$ cat src/rtl/axis_mux2.sv
// axis_mux2: 2:1 AXI4-Stream multiplexer with a registered output stage.
// One-cycle latency, one beat per cycle when the consumer is always ready.
// Optional feature macro: AXIS_MUX_PKT_LOCK_EN.
//   Defined   : once a beat with TLAST=0 is accepted, the routed channel is
//               locked until that channel's TLAST beat is accepted, so
//               packets from the two channels never interleave.
//   Undefined : no lock; every beat is routed by sel.
//
// Handshake (valid/ready): a beat moves across an interface on a rising
// edge where valid and ready are both 1. A producer holds valid, data and
// last stable until that happens; ready may depend combinationally on the
// consumer's ready, but valid never depends on ready. TREADY_in applies
// only to the currently routed channel; the other channel sees it as 0.
module axis_mux2 #(
  parameter int DATA_WIDTH = 8
) (
  input  logic                  ACLK,
  input  logic                  ARESET,
  input  logic [DATA_WIDTH-1:0] DATA_in_0,
  input  logic                  TVALID_in_0,
  input  logic                  TLAST_in_0,
  input  logic [DATA_WIDTH-1:0] DATA_in_1,
  input  logic                  TVALID_in_1,
  input  logic                  TLAST_in_1,
  input  logic                  sel,
  output logic                  TREADY_in,
  output logic [DATA_WIDTH-1:0] DATA_out,
  output logic                  TVALID_out,
  output logic                  TLAST_out,
  input  logic                  TREADY_out
);

  // Output register and packet-lock state.
  logic [DATA_WIDTH-1:0] data_q, data_d;
  logic                  tvalid_q, tvalid_d;
  logic                  tlast_q, tlast_d;
  logic                  in_pkt_q, in_pkt_d;
  logic                  locked_ch_q, locked_ch_d;

  // Routed-channel view.
  logic                  route_ch;
  logic                  route_valid;
  logic                  route_last;
  logic [DATA_WIDTH-1:0] route_data;
  logic                  accept;
  logic                  fire;

  // Pick the routed channel: the locked one mid-packet, otherwise sel.
  always_comb begin
    route_ch    = in_pkt_q ? locked_ch_q : sel;
    route_valid = TVALID_in_0;
    route_last  = TLAST_in_0;
    route_data  = DATA_in_0;
    if (route_ch) begin
      route_valid = TVALID_in_1;
      route_last  = TLAST_in_1;
      route_data  = DATA_in_1;
    end
  end

  // The register can take a new beat when empty or when it drains this cycle.
  assign TREADY_in = !ARESET && (!tvalid_q || TREADY_out);
  assign accept    = route_valid && TREADY_in;
  assign fire      = tvalid_q && TREADY_out;

  // Next-state for the output register and the packet lock.
  always_comb begin
    data_d      = data_q;
    tvalid_d    = tvalid_q;
    tlast_d     = tlast_q;
    in_pkt_d    = in_pkt_q;
    locked_ch_d = locked_ch_q;

    if (accept) begin
      data_d   = route_data;
      tlast_d  = route_last;
      tvalid_d = 1'b1;
    end else if (fire) begin
      tvalid_d = 1'b0;
    end

`ifdef AXIS_MUX_PKT_LOCK_EN
    if (accept) begin
      if (route_last) begin
        in_pkt_d = 1'b0;
      end else begin
        in_pkt_d    = 1'b1;
        locked_ch_d = route_ch;
      end
    end
`else
    in_pkt_d    = 1'b0;
    locked_ch_d = 1'b0;
`endif
  end

  // State registers; reset discards any held beat and clears the lock.
  always_ff @(posedge ACLK) begin
    if (ARESET) begin
      data_q      <= '0;
      tvalid_q    <= 1'b0;
      tlast_q     <= 1'b0;
      in_pkt_q    <= 1'b0;
      locked_ch_q <= 1'b0;
    end else begin
      data_q      <= data_d;
      tvalid_q    <= tvalid_d;
      tlast_q     <= tlast_d;
      in_pkt_q    <= in_pkt_d;
      locked_ch_q <= locked_ch_d;
    end
  end

  assign DATA_out   = data_q;
  assign TVALID_out = tvalid_q;
  assign TLAST_out  = tlast_q;

endmodule

$ cat config.mk
export PLATFORM = sky130hd
export DESIGN_NAME = axis_mux2
export DESIGN_NICKNAME = d
export VERILOG_FILES = /design/src/rtl/axis_mux2.sv
export SDC_FILE = /design/constraint.sdc
export NUM_CORES = 1
export LEC_CHECK = 0
export CORE_MARGIN = 3
export CORE_UTILIZATION = 30
export DETAILED_ROUTE_END_ITERATION = 10
export GPL_TIMING_DRIVEN = 1
export PLACE_DENSITY = 0.69
export SLEW_MARGIN = 20
export SYNTH_ARGS = -nofsm -noshare
export SYNTH_HDL_FRONTEND = slang
export SYNTH_SLANG_ARGS = --single-unit
$ cat constraint.sdc
create_clock -name ACLK -period 4.67 [get_ports ACLK]
set_input_delay 1.401 -clock ACLK [delete_from_list [all_inputs] [get_ports ACLK]]
set_output_delay 1.401 -clock ACLK [all_outputs]
set_load 0.005 [all_outputs]
==> flow_results.org <==
** Timing
- The hold violation total from the final report came to 0.
- Final Cycle Share :: 91.6%
- Worst slew slack as a fraction of its limit :: 47.9%
- The worst path needs 4280 ps of the cycle, external delays included.
- The max-slew violation total from the final report came to 0.
- RSZ-0062 raised after global routing :: false
- The clock arrives with 7.13 ps of skew.
- Hold timing on the final database bottoms out at a slack of 489 ps.
- Final setup viols :: 0
- At the pin with the least slew margin, the transition time is 767 ps.
- Setup WS post-layout :: 393 ps
- Derived from the worst setup path, the maximum achievable clock frequency is 234 MHz.
- Total negative slack :: 0 ps

** Synthesis
- Commonest cells in the synthesized netlist :: sky130_fd_sc_hd__dfxtp_1 (10), sky130_fd_sc_hd__mux2i_1 (9), sky130_fd_sc_hd__nand2_1 (9), sky130_fd_sc_hd__o211ai_1 (9), sky130_fd_sc_hd__or4_1 (9)
- Cell count after synthesis :: 57
- Avg Synthesized Cell Area :: 9.22 sq um
- Summing the sequential cell areas from Yosys gives 38.1% of the chip area.
- Counting flops with a built-in enable in the synthesized netlist gives 0.
- Of all cell types, the one taking the most synthesized area is sky130_fd_sc_hd__dfxtp_1.
- Seq cells post-synth :: 10
- Ranked by total cell area, the synthesized netlist is headed by sky130_fd_sc_hd__dfxtp_1 (38%), sky130_fd_sc_hd__mux2i_1 (17%), sky130_fd_sc_hd__o211ai_1 (13%).
- Netlist area before placement :: 526 sq um
- Portion of synthesized cell area occupied by the leading cell type :: 38.1%
- Most used standard cell by instance count after synthesis :: sky130_fd_sc_hd__dfxtp_1
- For this run, the number of Yosys warnings is 0.
- Number of distinct library cells after synthesis :: 14
- The most used flip-flop cell after synthesis is sky130_fd_sc_hd__dfxtp_1.
- After synthesis, the share of flip-flops with an asynchronous set or reset is 0%.
- Post-synthesis net count :: 81

** Place
- Routability congestion estimate :: 0.708
- After detailed placement, the total cell area comes to 858 sq um.
- Post-detailed-placement half-perimeter wirelength :: 1.02 mm
- Setup Slack @ Placement :: 106 ps
- Port Buf Inserts :: 34

** Power
- Net switching component of the power :: 0.0497 mW
- Leakage component of the power :: 0.367 nW
- Of the total power, combinational logic draws 27.5%.
- The worst-case IR drop observed on VDD is 138 uV.
- Switching Fraction :: 23.7%
- Power density over the cells :: 237 mW/mm^2
- Clock network fraction of total power :: 26.8%
- Of the total power, registers draw 45.8%.
- Cell internal power dissipation :: 0.160 mW

** Finish
- Final-stage net count :: 115
- Of the cells placed in the final design, the portion with a size suffix greater than 1 is 5.62%.
- Filler cells :: 156
- Number of diodes added for antenna fixing :: 0
- Area of all placed cells without fillers :: 883 sq um
- Measured on the finished design, the core utilization comes to 56.0%.
- Layout area overhead :: 68.1%

** Global routing
- met2 is the most crowded layer.
- Met3 routing resource usage after global routing :: 6.02%
- For met2 alone, demand over resource in global routing was 19.5%.
- In the global route stage, met1 resource usage came out at 15.3%.
- Largest net degree at the start of global routing :: 20
- Number of antenna violations at the first check in global routing :: 0
- For this run, the total global-route usage over all layers was measured as 12.3%.
- The first global-routing pass estimated 1.97 mm of wire.
- The number of global-route vias before repair came to 478.
- Aggregate global routing overflow :: 0

** Detailed routing
- In the routed design, unresolved DRC markers number 0.
- Remaining antenna violation count after routing :: 0
- For this block, the routed nets add up to 1.30 mm of wire.
- The detailed router placed 553 vias in this run.
- Detailed router's first-iteration violation count :: 4
- Post-DR wirelength/cell :: 12.4 microns
- First drt pass iteration count :: 4
- After detailed routing, the number of vias per cell comes to 5.27.

** Setup path
- The cell that appears most often on the critical path is sky130_fd_sc_hd__clkdlybuf4s50_1.
- STA classifies the critical path endpoint as a primary output.
- The critical path goes through clkdlybuf4s50_1 > nor2b_2 > nor2_1 > clkdlybuf4s50_1.
- STA puts the critical path data arrival time at 2880 ps.
- Start-to-end type of the worst setup path :: in2out
- Standard cell with the maximum stage delay on the critical path :: sky130_fd_sc_hd__nor2b_2
- Crit-path max FO :: 19
- Type of origin of the critical path :: input pin
- For this run, the slowest stage of the critical path takes 500 ps.
- STA puts the critical path data required time at 3270 ps.
- The critical path contains buffers and inverters numbering 2 combined.
- Crit path max-delay family :: buffers and inverters

** CTS
- Counting the buffers created by CTS gives 3.
- For this design, the sink count on the clock tree is 10.
- Clock transition at the register clock pins on the worst setup and hold paths after CTS :: 60 ps
- Depth of the CTS H-tree :: 1
- For this design, the CTS-stage hold fixing added 0 buffers.
- The clock passes through at most 2 buffers.
- The root buffer cell chosen for the clock tree is sky130_fd_sc_hd__clkbuf_4.
- TritonCTS built the clock tree.
- For the worst-skew pair, the clock arrives at the later sink with an insertion delay of 260 ps.
- Postcts setup bufs :: 0

** Die
- The region available for standard cell placement spans 0.00158 sq mm.
- I/O pin count :: 35
- Once the floorplan was initialized, standard cells occupied 33.3% of the core.
- The floorplan has 14 rows.
- In this run the horizontal extent of the chip is 47.9 microns.
- Die height :: 47.9 microns
- Die Outline Area :: 0.00229 sq mm

** Worst hold path
- Hold WC Path Type :: reg2reg

** Outcome
- Outcome :: completed

** Run
- The tool flagged a number of max-cap violations equal to 0.
-- power by group through the flow --
stage | Sequential (mW) | Combinational (mW) | Clock (mW)
final | 0.0959 | 0.0576 | 0.0561
after CTS | 0.0960 | 0.0583 | 0.0582
after detailed placement | 0.0979 | 0.0582 | 0
after global placement | 0.0977 | 0.0574 | 0
after global routing | 0.0969 | 0.0631 | 0.0609
after floorplan | 0.0983 | 0.0212 | 0
-- logic make-up (layout without fill, tap and decap cells) --
family	after synthesis	after routing	share of synthesized area (%)
buffers and inverters	6	38	5.95
muxes	10	10	19.8
AOI/OAI and AO/OA	10	10	13.8
and+or+nand+nor	21	21	22.4
DFF	10	10	38.1
-- placed cells by master (no fill, tap or decap) --
master,n
sky130_fd_sc_hd__nor2_1,1
sky130_fd_sc_hd__nand2b_1,1
sky130_fd_sc_hd__a21oi_1,1
sky130_fd_sc_hd__nor2b_2,1
sky130_fd_sc_hd__clkdlybuf4s50_1,34
sky130_fd_sc_hd__mux2i_2,1
sky130_fd_sc_hd__dfxtp_1,10
sky130_fd_sc_hd__clkbuf_4,3
sky130_fd_sc_hd__clkinv_1,1
sky130_fd_sc_hd__nand2_1,9
sky130_fd_sc_hd__o211ai_1,9
sky130_fd_sc_hd__or4_1,9
sky130_fd_sc_hd__mux2i_1,9
-- final timing paths --
check                           start                       end  slack, ps  cells past startpoint
max                        TREADY_out                 TREADY_in        390                      4
min          DATA_out[2]$_SDFFE_PP0P_  DATA_out[2]$_SDFFE_PP0P_        490                      2
max reg2reg   TVALID_out$_SDFFE_PP0P_  DATA_out[3]$_SDFFE_PP0P_       3430                      3
min reg2reg  DATA_out[2]$_SDFFE_PP0P_  DATA_out[2]$_SDFFE_PP0P_        490                      2
-- metrics by stage --
step	power [mW]	std cells
finish	0.210	105
global route	0.221	105
CTS	0.213	105
detailed placement	0.156	102
global placement	0.155	102
floorplan	0.119	57
-- flip-flops by register name, indices dropped and copies added (netlist names) --
name and count:
DATA_out 8, TLAST_out 1, TVALID_out 1
-- metal layers --
metal  routed length [microns]  vias up  part of all wire (%)
li1                          -      283                     -
met1                       545      244                    42
met2                       626       26                    48
met3                       126        0                   9.7
met4                         0        0                     0
met5                         0        -                     0
-- what timing repair did --
| action | CTS | global route |
|---|---|---|
| endpoints found under the hold margin | 0 | 0 |
| resized for setup | 0 | 1 |
| endpoints found under the setup margin | 0 | 1 |
-- worst register-to-register path, cell delays in order (launching register included) --
cell	delay, ps
sky130_fd_sc_hd__dfxtp_1	350
sky130_fd_sc_hd__nor2b_2	520
sky130_fd_sc_hd__or4_1	210
sky130_fd_sc_hd__nand2_1	50
-- layout make-up --
class,instances,area [sq um],share of cell area [%]
repair buffers,34,340,38.5
inverters,1,3.75,0.425
clock buffers,3,22.5,2.55
flip-flops and latches,10,200,22.7
well taps,16,20.0,2.27
multi-input cells,41,297,33.6
(Power assumes the default switching activity.)
